**config.mk**
```make
export PLATFORM = sky130hd
export DESIGN_NAME = t07_fsm_grid_cursor_flat
export DESIGN_NICKNAME = d
export VERILOG_FILES = /design/src/rtl/t07_fsm_grid_cursor_pkg.sv /design/src/rtl/t07_fsm_grid_cursor_if.sv /design/src/rtl/t07_fsm_grid_cursor_button_repeat.sv /design/src/rtl/t07_fsm_grid_cursor.sv /design/src/flat_wrapper.sv
export SDC_FILE = /design/constraint.sdc
export NUM_CORES = 1
export LEC_CHECK = 0
export ABC_AREA = 0
export BUFFER_PORTS_ARGS = -buffer_cell sky130_fd_sc_hd__buf_2
export CORE_UTILIZATION = 43
export DETAILED_ROUTE_END_ITERATION = 10
export HOLD_SLACK_MARGIN = 0.1
export PLACE_DENSITY_LB_ADDON = 0.05
export SYNTH_ARGS = -nofsm -noshare
export SYNTH_HDL_FRONTEND = slang
export SYNTH_SLANG_ARGS = --single-unit
```
**constraint.sdc**
```tcl
create_clock -name clk -period 1.8 [get_ports clk]
set_clock_uncertainty 0.15 [all_clocks]
set_input_delay 0.18 -clock clk [delete_from_list [all_inputs] [get_ports clk]]
set_output_delay 0.18 -clock clk [all_outputs]
set_load 0.005 [all_outputs]
```
**src/rtl/t07_fsm_grid_cursor_pkg.sv**
```systemverilog
// Shared definitions for the grid cursor: one-hot button codes, game/playing
// state encodings, hold FSM states and a width helper.
package t07_fsm_grid_cursor_pkg;

  localparam logic [5:0] BTN_NONE   = 6'b000000;
  localparam logic [5:0] BTN_SELECT = 6'b000001;
  localparam logic [5:0] BTN_UP     = 6'b000010;
  localparam logic [5:0] BTN_RIGHT  = 6'b000100;
  localparam logic [5:0] BTN_DOWN   = 6'b001000;
  localparam logic [5:0] BTN_LEFT   = 6'b010000;
  localparam logic [5:0] BTN_BACK   = 6'b100000;

  // Bit positions in step_req (button[4:1] shifted down by one)
  localparam int STEP_UP    = 0;
  localparam int STEP_RIGHT = 1;
  localparam int STEP_DOWN  = 2;
  localparam int STEP_LEFT  = 3;

  typedef enum logic [2:0] {
    GS_MENU = 3'b000,
    GS_PLAY = 3'b001,
    GS_LOST = 3'b010,
    GS_WON  = 3'b011
  } game_state_t;

  typedef enum logic [2:0] {
    PS_MOD  = 3'b000,
    PS_MAZE = 3'b001
  } playing_state_t;

  typedef enum logic [1:0] {
    HS_IDLE,
    HS_DELAY,
    HS_REPEAT
  } hold_state_t;

  // Bits needed to hold 0..n-1, never less than one
  function automatic int width_of(input int n);
    if (n <= 1) return 1;
    return $clog2(n);
  endfunction

endpackage

```
**src/rtl/t07_fsm_grid_cursor_if.sv**
```systemverilog
// Cursor bus: strobe/state/button inputs towards the locator and the
// cursor position plus event pulses back out.
//   master: button/strobe source side (drives inputs, reads cursor)
//   slave : the cursor locator
interface t07_fsm_grid_cursor_if
  import t07_fsm_grid_cursor_pkg::*;
#(
  parameter int ROWS = 2,
  parameter int COLS = 2
);

  localparam int RW = width_of(ROWS);
  localparam int CW = width_of(COLS);
  localparam int IW = width_of(ROWS * COLS);

  logic          strobe;
  logic [2:0]    game_state_in;
  logic [2:0]    playing_state_in;
  logic [5:0]    button;
  logic [RW-1:0] cur_row;
  logic [CW-1:0] cur_col;
  logic [IW-1:0] cur_index;
  logic          moved;
  logic          select_pulse;
  logic          back_pulse;

  modport master (
    output strobe, game_state_in, playing_state_in, button,
    input  cur_row, cur_col, cur_index, moved, select_pulse, back_pulse
  );

  modport slave (
    input  strobe, game_state_in, playing_state_in, button,
    output cur_row, cur_col, cur_index, moved, select_pulse, back_pulse
  );

endinterface

```
**src/rtl/t07_fsm_grid_cursor_button_repeat.sv**
```systemverilog
// Button press-edge detector with hold-to-auto-repeat.
//   clk, rst   : clock, asynchronous active-high reset
//   strobe     : sample enable for button
//   active     : cursor responds; when low the hold FSM is parked in IDLE
//   button     : one-hot button bus (non one-hot reads as no press)
//   step_req   : {LEFT,DOWN,RIGHT,UP} step request, valid during the strobe cycle
//   sel_edge   : SELECT press edge, valid during the strobe cycle
//   back_edge  : BACK press edge, valid during the strobe cycle
module t07_fsm_grid_cursor_button_repeat
  import t07_fsm_grid_cursor_pkg::*;
#(
  parameter int REPEAT_DLY  = 8,
  parameter int REPEAT_RATE = 3
) (
  input  logic       clk,
  input  logic       rst,
  input  logic       strobe,
  input  logic       active,
  input  logic [5:0] button,
  output logic [3:0] step_req,
  output logic       sel_edge,
  output logic       back_edge
);

  localparam int CNTW = width_of((REPEAT_DLY > REPEAT_RATE) ? REPEAT_DLY : REPEAT_RATE);
  localparam logic [CNTW-1:0] DLY_LAST  = CNTW'(REPEAT_DLY - 1);
  localparam logic [CNTW-1:0] RATE_LAST = CNTW'(REPEAT_RATE - 1);
  localparam logic [CNTW-1:0] CNT_ONE   = CNTW'(1);

  hold_state_t     state_q, state_d;
  logic [CNTW-1:0] cnt_q, cnt_d;
  logic [5:0]      prev_q, prev_d;
  logic [5:0]      vbtn;
  logic            is_dir;
  logic            press;
  logic            step;

  always_comb begin
    vbtn      = $onehot(button) ? button : BTN_NONE;
    is_dir    = |vbtn[4:1];
    press     = strobe && (vbtn != prev_q) && (vbtn != BTN_NONE);
    state_d   = state_q;
    cnt_d     = cnt_q;
    prev_d    = strobe ? vbtn : prev_q;
    step      = 1'b0;
    sel_edge  = 1'b0;
    back_edge = 1'b0;

    if (!active) begin
      state_d = HS_IDLE;
      cnt_d   = '0;
    end else if (strobe) begin
      // A fresh press is handled identically from any state, which gives the
      // immediate step + timer restart when switching direction mid-hold.
      if (press) begin
        cnt_d = '0;
        if (is_dir) begin
          step    = 1'b1;
          state_d = HS_DELAY;
        end else begin
          state_d   = HS_IDLE;
          sel_edge  = (vbtn == BTN_SELECT);
          back_edge = (vbtn == BTN_BACK);
        end
      end else if (vbtn == BTN_NONE) begin
        state_d = HS_IDLE;
        cnt_d   = '0;
      end else begin
        // Same valid button still held
        case (state_q)
          HS_DELAY: begin
            if (cnt_q == DLY_LAST) begin
              step    = 1'b1;
              cnt_d   = '0;
              state_d = HS_REPEAT;
            end else begin
              cnt_d = cnt_q + CNT_ONE;
            end
          end
          HS_REPEAT: begin
            if (cnt_q == RATE_LAST) begin
              step  = 1'b1;
              cnt_d = '0;
            end else begin
              cnt_d = cnt_q + CNT_ONE;
            end
          end
          default: ;
        endcase
      end
    end

    step_req = step ? vbtn[4:1] : '0;
  end

  always_ff @(posedge clk or posedge rst) begin
    if (rst) begin
      state_q <= HS_IDLE;
      cnt_q   <= '0;
      prev_q  <= BTN_NONE;
    end else begin
      state_q <= state_d;
      cnt_q   <= cnt_d;
      prev_q  <= prev_d;
    end
  end

endmodule

```
**src/rtl/t07_fsm_grid_cursor.sv**
```systemverilog
// ROWS x COLS grid cursor locator driven by a strobed one-hot button bus.
//   clk : system clock
//   rst : asynchronous active-high reset
//   bus : slave side of the cursor bus (strobe, game/playing state, button in;
//         cur_row/cur_col/cur_index, moved, select_pulse, back_pulse out)
// All outputs are registered and appear the cycle after the strobe.
module t07_fsm_grid_cursor
  import t07_fsm_grid_cursor_pkg::*;
#(
  parameter int         ROWS          = 2,
  parameter int         COLS          = 2,
  parameter int         WRAP          = 0,
  parameter logic [2:0] ACTIVE_PSTATE = 3'b000,
  parameter int         REPEAT_DLY    = 8,
  parameter int         REPEAT_RATE   = 3
) (
  input  logic                  clk,
  input  logic                  rst,
  t07_fsm_grid_cursor_if.slave  bus
);

  localparam int RW = width_of(ROWS);
  localparam int CW = width_of(COLS);
  localparam int IW = width_of(ROWS * COLS);

  localparam logic [RW:0] ROW_MAX = (RW + 1)'(ROWS - 1);
  localparam logic [CW:0] COL_MAX = (CW + 1)'(COLS - 1);
  localparam logic [RW:0] ROW_ONE = (RW + 1)'(1);
  localparam logic [CW:0] COL_ONE = (CW + 1)'(1);

  logic          menu;
  logic          active;
  logic [3:0]    step_req;
  logic          sel_edge;
  logic          back_edge;

  logic [RW:0]   row_x;
  logic [CW:0]   col_x;
  logic [RW-1:0] row_q, row_d;
  logic [CW-1:0] col_q, col_d;
  logic [IW-1:0] idx_q, idx_d;
  logic          moved_d;
  logic          moved_q, sel_q, back_q;

  assign menu   = (bus.game_state_in == GS_MENU);
  assign active = (bus.game_state_in == GS_PLAY) && (bus.playing_state_in == ACTIVE_PSTATE);

  t07_fsm_grid_cursor_button_repeat #(
    .REPEAT_DLY  (REPEAT_DLY),
    .REPEAT_RATE (REPEAT_RATE)
  ) u_repeat (
    .clk       (clk),
    .rst       (rst),
    .strobe    (bus.strobe),
    .active    (active),
    .button    (bus.button),
    .step_req  (step_req),
    .sel_edge  (sel_edge),
    .back_edge (back_edge)
  );

  // Grid arithmetic is done one bit wider than the position so the edge
  // compares never see a wrapped-around intermediate value.
  always_comb begin
    row_x = {1'b0, row_q};
    col_x = {1'b0, col_q};

    if (step_req[STEP_UP]) begin
      if (row_x == '0) begin
        if (WRAP != 0) row_x = ROW_MAX;
      end else begin
        row_x = row_x - ROW_ONE;
      end
    end

    if (step_req[STEP_DOWN]) begin
      if (row_x >= ROW_MAX) begin
        if (WRAP != 0) row_x = '0;
      end else begin
        row_x = row_x + ROW_ONE;
      end
    end

    if (step_req[STEP_LEFT]) begin
      if (col_x == '0) begin
        if (WRAP != 0) col_x = COL_MAX;
      end else begin
        col_x = col_x - COL_ONE;
      end
    end

    if (step_req[STEP_RIGHT]) begin
      if (col_x >= COL_MAX) begin
        if (WRAP != 0) col_x = '0;
      end else begin
        col_x = col_x + COL_ONE;
      end
    end

    row_d   = row_x[RW-1:0];
    col_d   = col_x[CW-1:0];
    idx_d   = IW'(row_d) * IW'(COLS) + IW'(col_d);
    moved_d = (row_d != row_q) || (col_d != col_q);
  end

  always_ff @(posedge clk or posedge rst) begin
    if (rst) begin
      row_q   <= '0;
      col_q   <= '0;
      idx_q   <= '0;
      moved_q <= 1'b0;
      sel_q   <= 1'b0;
      back_q  <= 1'b0;
    end else if (menu) begin
      row_q   <= '0;
      col_q   <= '0;
      idx_q   <= '0;
      moved_q <= 1'b0;
      sel_q   <= 1'b0;
      back_q  <= 1'b0;
    end else begin
      row_q   <= row_d;
      col_q   <= col_d;
      idx_q   <= idx_d;
      moved_q <= moved_d;
      sel_q   <= sel_edge;
      back_q  <= back_edge;
    end
  end

  assign bus.cur_row      = row_q;
  assign bus.cur_col      = col_q;
  assign bus.cur_index    = idx_q;
  assign bus.moved        = moved_q;
  assign bus.select_pulse = sel_q;
  assign bus.back_pulse   = back_q;

endmodule

```
**src/flat_wrapper.sv**
```systemverilog
// flat-port wrapper written by rule: the top's interface ports become plain ports
module t07_fsm_grid_cursor_flat import t07_fsm_grid_cursor_pkg::*;
#(
  parameter int         ROWS          = 2,
  parameter int         COLS          = 2,
  parameter int         WRAP          = 0,
  parameter logic [2:0] ACTIVE_PSTATE = 3'b000,
  parameter int         REPEAT_DLY    = 8,
  parameter int         REPEAT_RATE   = 3
)
  (clk, rst, bus_strobe, bus_game_state_in, bus_playing_state_in, bus_button, bus_cur_row, bus_cur_col, bus_cur_index, bus_moved, bus_select_pulse, bus_back_pulse);
  t07_fsm_grid_cursor_if #(.ROWS(ROWS), .COLS(COLS)) bus_i ();
  input  logic clk;
  input  logic rst;
  input wire logic [$bits(bus_i.strobe)-1:0] bus_strobe;
  input wire logic [$bits(bus_i.game_state_in)-1:0] bus_game_state_in;
  input wire logic [$bits(bus_i.playing_state_in)-1:0] bus_playing_state_in;
  input wire logic [$bits(bus_i.button)-1:0] bus_button;
  output wire logic [$bits(bus_i.cur_row)-1:0] bus_cur_row;
  output wire logic [$bits(bus_i.cur_col)-1:0] bus_cur_col;
  output wire logic [$bits(bus_i.cur_index)-1:0] bus_cur_index;
  output wire logic [$bits(bus_i.moved)-1:0] bus_moved;
  output wire logic [$bits(bus_i.select_pulse)-1:0] bus_select_pulse;
  output wire logic [$bits(bus_i.back_pulse)-1:0] bus_back_pulse;
  assign bus_i.strobe = bus_strobe;
  assign bus_i.game_state_in = bus_game_state_in;
  assign bus_i.playing_state_in = bus_playing_state_in;
  assign bus_i.button = bus_button;
  assign bus_cur_row = bus_i.cur_row;
  assign bus_cur_col = bus_i.cur_col;
  assign bus_cur_index = bus_i.cur_index;
  assign bus_moved = bus_i.moved;
  assign bus_select_pulse = bus_i.select_pulse;
  assign bus_back_pulse = bus_i.back_pulse;
  t07_fsm_grid_cursor #(.ROWS(ROWS), .COLS(COLS), .WRAP(WRAP), .ACTIVE_PSTATE(ACTIVE_PSTATE), .REPEAT_DLY(REPEAT_DLY), .REPEAT_RATE(REPEAT_RATE)) u_core (.clk(clk), .rst(rst), .bus(bus_i));
endmodule
```
==> results.txt, run 1 <==
Crit path max fanout: 5
Die height: 54.9 µm
Worst setup margin: -1.36 ns
Num CTS Buffers: 3
Grt met1 use: 0.244
Final GP Congestion: 0.735
Drt first pass iters: 4
Register area: 400 µm²
Core outline area: 2570 µm²
Total GRT Usage: 0.204
Worst-path clk slew: 0.10 ns
Share of power burned in registers: 0.320
M3 GR Usage: 0.0410
Final hold violation count: 0
Leak: 0.766 nW
Ys Warns: 0
Status: complete, but fails checks
Flops & latches, synth: 16
Buffers added on ports: 21
Unrepaired setup endpoints after global routing: yes
Crit-path slowest cell: fa_2
WL/cell: 14.5 µm
Maximum Capacitance Violations: 0
Slew Viols, Final: 0
Combinational Power Share: 0.478
Grt met2 use: 0.349
H-tree Lvls: 1
WS Path Type: in2reg
Post-DP HPWL: 2.03 mm
Failing checks: negative setup slack
EDFF count, synth: 0
Initial antenna violation count: 0
Drc violations: 0
Worst EP arrival: 3.20 ns
Total number of vias: 989
N_diodes: 0
CP required: 1.84 ns
Fillers: 215
DR iter-0 viols: 20
Fmax: 316 MHz
Die area: 3020 µm²
Synthesis-to-layout area growth: 44.1%
Mapped Avg Cell Area: 10.2 µm²
Total grt overflow: 0
Max Buffers Root-to-Sink: 2
Int Pwr: 776 µW
Root buffer cell: clkbuf_4
Post-synth top flop: dfrtp_1
Final cell count without fillers: 191
Largest net degree at the start of global routing: 17
Core Rows: 18
Vias in the first global route: 930
Clk pwr share: 0.201
Pwr Total: 1.24 mW
First-pass GRT wire length: 4.15 mm
Clk Latency, worst-skew pair: 0.30 ns
Layout cells sized above 1: 0.522
Clk sink count: 16
Drt via density: 5.18
Multi-input logic area: 905 µm²
Register area share after synthesis: 0.332
Syn nets: 142
Post-Route WL: 2.77 mm
Die Wd: 54.9 µm
Post-Syn Instances: 118
Pwr per Cell Area: 715 nW/µm²
Worst Hold Class: in2reg
FFs w/ async S/R, synth: 1.00
Switching Share: 0.375
P_sw: 466 µW
Cell chain of the critical path: buf_8, ha_4, inv_2, fa_1, fa_2, inv_2, fa_2, nor4b_4, xnor2_2, nand4_4, buf_6, o21bai_4, a2bb2oi_4, o22ai_1
Tmin final: 3.16 ns
VDD IR-drop max: 0.543 mV
Placed cell count: 181
Final antenna-violating net count: 0
Worst Setup Start Kind: input port
GRT busiest layer: met2
Layout Nets: 186
Initial cell density of the core: 0.469
Worst-Margin Slew: 0.711 ns
Total I/O pin count: 22
CP Capture Type: flop
Post-synth cell types: 39
TNS Setup: -17.05 ns
Final period util: 1.76
Crit-path max cell delay: 0.53 ns
Final setup violation count: 16
TritonCTS clock tree: yes
Flop-to-flop setup slack: 0.05 ns
Mapped Area: 1200 µm²
Worst slew margin: 0.522
-- power by group through the flow --
stage               combinational, mW  clock (mW)  sequential, mW
floorplan                       0.364           0           0.399
finish                          0.594       0.250           0.398
global placement                0.468           0           0.402
CTS                             0.541       0.260           0.397
global route                    0.632       0.274           0.400
detailed placement              0.479           0           0.403
-- sequential cells by signal, indices dropped and copies added, names as in the netlist --
| name | cells |
|---|---|
| u_core.bus.moved | 1 |
| u_core.bus.cur_index | 2 |
| u_core.bus.select_pulse | 1 |
| u_core.u_repeat.cnt_q | 3 |
| u_core.u_repeat.state_q | 2 |
| u_core.bus.back_pulse | 1 |
| u_core.u_repeat.prev_q | 6 |
-- path summary, 6_finish.rpt --
kind	depth (start not counted)	to	from
hold / removal	3	u_core.bus.select_pulse$_DFF_PP0_	bus_button[0]
setup reg to reg	5	u_core.u_repeat.cnt_q[0]$_DFFE_PP0P_	u_core.u_repeat.state_q[0]$_DFFE_PP0P_
setup / recovery	14	u_core.bus.cur_index[0]$_DFF_PP0_	bus_button[1]
max in group asynchronous	3	u_core.bus.select_pulse$_DFF_PP0_	rst
min in group asynchronous	3	u_core.u_repeat.prev_q[1]$_DFFE_PP0P_	rst
hold reg to reg	2	u_core.u_repeat.prev_q[4]$_DFFE_PP0P_	u_core.u_repeat.prev_q[4]$_DFFE_PP0P_
-- cell usage in the layout, fill, tap and decap left out, types with 2 or more instances in the layout --
master / count
nor2_1: 5
buf_2: 19
dfrtp_1: 16
fa_2: 2
o22ai_1: 3
inv_1: 15
o21ai_1: 2
nand2_1: 9
dlygate4sd3_1: 3
and3_4: 2
xnor2_2: 4
nor4b_4: 4
mux2_2: 3
buf_6: 3
buf_4: 16
nor3_4: 2
inv_2: 2
and3_1: 2
nor3b_2: 2
a21oi_1: 2
a31oi_1: 2
a21oi_2: 2
ha_1: 5
clkbuf_4: 3
nand3_1: 3
nand3_2: 2
-- per-layer routing --
metal,part of all wire,routed length [µm]
met5,0,0
met4,0.015,42
met3,0.025,70
met2,0.50,1390
met1,0.46,1270
-- metrics by stage --
step / instance area, µm² / hold slack, ns / utilization / setup WS [ns]
final: 1740 / 0.127 / 0.676 / -1.36
after detailed placement: 1540 / 0.154 / 0.600 / -1.67
after floorplan: 1300 / -0.0563 / - / -1.38
after global placement: 1540 / 0.138 / 0.600 / -1.65
after CTS: 1690 / 0.111 / 0.658 / -1.30
after global routing: 1740 / 0.130 / 0.676 / -1.45
-- layout make-up --
class	count	area share
Clock buffer	4	0.0209
Inverter	17	0.0367
Multi-Input combinational cell	82	0.521
Sequential cell	16	0.231
Timing Repair Buffer	42	0.169
Tap cell	30	0.0216
-- critical path, delay by kind of cell --
kind                       cells  cell delay [ns]
xor gates and xnor gates       1             0.17
and+or+nand+nor                2             0.50
buffers and inverters          4             0.35
adders and majority gates      4             1.58
AOI/OAI and AO/OA              3             0.43
-- cells in the mapped netlist, drive strengths merged, types with 2 or more instances --
cell type,number,share of area
nand2,9,0.028
nor3,3,0.031
nor3b,3,0.027
a211oi,2,0.012
a21oi,4,0.017
nor4b,4,0.050
inv,17,0.053
dfrtp,16,0.33
nand3,5,0.021
a31oi,3,0.016
o22ai,5,0.037
ha,6,0.062
o21ai,3,0.022
fa,3,0.050
buf,3,0.016
and3,4,0.021
mux2,4,0.037
xnor2,4,0.029
nor2,6,0.021
-- logic make-up after synthesis --
kind of cell,after synthesis,share of synthesized area
AOI/OAI and AO/OA,23,0.154
xor gates and xnor gates,4,0.0291
adders and majority gates,9,0.112
buffers and inverters,20,0.0685
DFF,16,0.332
muxes,5,0.0457
and+or+nand+nor,41,0.259
-- what timing repair did --
| action | CTS | global route |
|---|---|---|
| hold buffers | 3 | 0 |
| gates resized for setup | 14 | 6 |
| endpoints found under the setup margin | 16 | 16 |
| pin swaps | 6 | 5 |
| endpoints found under the hold margin | 19 | 0 |
| buffers inserted | 2 | 3 |
(Power assumes the default switching activity.)
==> inputs of run 2 (changes only) <==
==> constraint.sdc (replaced) <==
create_clock -name clk -period 1.8 [get_ports clk]
set_clock_uncertainty 0.15 [all_clocks]
set_input_delay 0.54 -clock clk [delete_from_list [all_inputs] [get_ports clk]]
set_output_delay 0.54 -clock clk [all_outputs]
set_load 0.005 [all_outputs]
==> run 2 against run 1 <==
  * The flow still finishes with violations (negative setup slack)
  * Die area unchanged
  * Sequential power about the same
  * Critical path depth down 1
  * Via count up 1.8%
  * Worst hold slack better by 0.26 ns
  * Total power down 3.2%
  * Final area down 1.5%
  * Critical path type unchanged
==> results.txt, run 2 (same netlist as run 1, synthesis figures left out) <==
Status: complete, but fails checks
Failing checks: negative setup slack
Final instance area: 1710 µm² (-1.5%)
Clk Latency, worst-skew pair: 0.29 ns (about the same)
Largest register FFs: 6 (unchanged)
Worst-Margin Slew: 0.350 ns (-0.360 ns)
Launch point of the worst path: bus_button[1]
H-tree Lvls: 1 (unchanged)
Biggest regs: u_core.u_repeat.prev_q x6, u_core.u_repeat.cnt_q x3
Layout Nets: 186 (unchanged)
Fmax: 286 MHz (-9.4%)
Die Wd: 54.9 µm (unchanged)
Largest net degree at the start of global routing: 17 (unchanged)
Layout cells sized above 1: 0.528 (+0.00621)
Final setup violation count: 16 (unchanged)
Worst Setup Start Kind: input port
Root buffer cell: clkbuf_4
Worst-path clk slew: 0.10 ns (about the same)
Final core occ: 0.666 (-0.0102)
Final cell count without fillers: 191 (unchanged)
CP Capture Type: flop
Final GP Congestion: 0.764 (+4.1%)
Reg-to-Reg Start: u_core.u_repeat.state_q[0]$_DFFE_PP0P_
Hold_sp: bus_button[0]
Vias in the first global route: 985 (+5.9%)
Buffers added on ports: 21 (unchanged)
Clk sink count: 16 (unchanged)
Cell chain of the critical path: buf_8, ha_4, inv_2, fa_1, fa_2, inv_2, fa_2, nor4b_4, xnor2_2, nand4_4, o21ai_4, o2111ai_2, mux2i_1
Place WS: -2.08 ns (-0.403 ns)
Total I/O pin count: 22 (unchanged)
Max Buffers Root-to-Sink: 2 (unchanged)
Slew Viols, Final: 0 (unchanged)
Worst EP arrival: 3.56 ns (+0.36 ns)
Initial antenna violation count: 0 (unchanged)
WS Path Type: in2reg
Initial cell density of the core: 0.469 (unchanged)
Maximum Capacitance Violations: 0 (unchanged)
Core outline area: 2570 µm² (unchanged)
Commonest non-fill, non-tap cell in the layout: buf_2
Total grt overflow: 0 (unchanged)
Pwr per Cell Area: 703 nW/µm² (-1.7%)
Tmin final: 3.49 ns (+0.328 ns)
First-pass GRT wire length: 4.21 mm (+1.3%)
Crit-path max cell delay: 0.54 ns (about the same)
Total number of vias: 1,007 (+1.8%)
Post-Route WL: 2.71 mm (-2.2%)
Drt first pass iters: 4 (unchanged)
Die height: 54.9 µm (unchanged)
Crit path max fanout: 5 (unchanged)
Num CTS Buffers: 3 (unchanged)
Worst slew margin: 0.766 (+0.244)
Final period util: 1.94 (+0.182)
Unrepaired setup endpoints after global routing: yes
Synthesis-to-layout area growth: 42.0%
Worst Hold Class: in2reg
Leak: 0.762 nW (-0.57%)
Crit-path slowest cell: fa_2
Final hold violation count: 0 (unchanged)
DR iter-0 viols: 17 (-15%)
TritonCTS clock tree: yes
N_diodes: 0 (unchanged)
Post-DP HPWL: 2.12 mm (+4.3%)
VDD IR-drop max: 0.620 mV (+14%)
WL/cell: 14.2 µm (-2.2%)
Top reg by flops: u_core.u_repeat.prev_q
Core Rows: 18 (unchanged)
Drc violations: 0 (unchanged)
Die area: 3020 µm² (unchanged)
Total GRT Usage: 0.204 (about the same)
Fillers: 216 (+0.47%)
Placed cell count: 184 (+1.7%)
Drt via density: 5.27 (+1.8%)
Worst setup margin: -1.69 ns (-0.328 ns)
Most frequent cells in the layout: 19 x buf_2, 18 x buf_4, 16 x dfrtp_1
Placed inst area: 1560 µm² (+1.5%)
CP required: 1.87 ns (+0.03 ns)
Worst hold slack: 0.391 ns (+0.264 ns)
Final antenna-violating net count: 0 (unchanged)
==> run 2: power by group <==
part | switching [mW] | internal [mW]
Sequential | 0.0186 | 0.378
Combinational | 0.294 | 0.260
Clock | 0.129 | 0.123
Total | 0.441 | 0.761
==> run 2: worst paths after layout <==
path,end,slack [ns],depth (start not counted)
min in group asynchronous,u_core.u_repeat.state_q[1]$_DFFE_PP0P_,0.65,4
max in group asynchronous,u_core.bus.back_pulse$_DFF_PP0_,0.66,4
min reg2reg,u_core.u_repeat.prev_q[1]$_DFFE_PP0P_,0.41,2
min,u_core.bus.back_pulse$_DFF_PP0_,0.39,3
max reg2reg,u_core.u_repeat.cnt_q[0]$_DFFE_PP0P_,0.07,5
max,u_core.u_repeat.cnt_q[0]$_DFFE_PP0P_,-1.69,13
==> run 2: per-stage QoR <==
step	power [mW]	TNS, ns
after floorplan	0.763	-23.48
after global placement	0.880	-27.42
after detailed placement	0.894	-28.45
after CTS	1.20	-22.22
after global routing	1.27	-23.69
final	1.20	-22.39
==> run 2: timing repair <==
action                                  in CTS  in global routing
setup buffers                                2                  1
hold buffers                                 1                  0
pin swaps                                    5                  1
resized for setup                           15                  3
hold endpoints to repair                    16                  0
endpoints found under the setup margin      16                 16
==> run 2: final cells by class <==
cell class	instances	area (µm²)	share of cell area
multi-input cells	82	883	0.516
clock buffers	4	36.3	0.0212
well taps	30	37.5	0.0219
repair buffers	42	289	0.169
inverters	17	63.8	0.0373
flip-flops and latches	16	400	0.234
==> run 2: metal layers <==
metal	global-route usage	part of all wire
met1	0.243	0.45
met4	0.0750	0.0048
met3	0.0328	0.026
met2	0.365	0.51
met5	0	0
==> run 2: critical path: cells and delay by family <==
kind	cells	cell delay [ns]
adder cells (fa/ha/maj)	4	1.59
AND/OR/NAND/NOR	2	0.51
AO/OA/AOI/OAI	2	0.39
buffers and inverters	3	0.19
XOR/XNOR	1	0.17
multiplexers	1	0.16
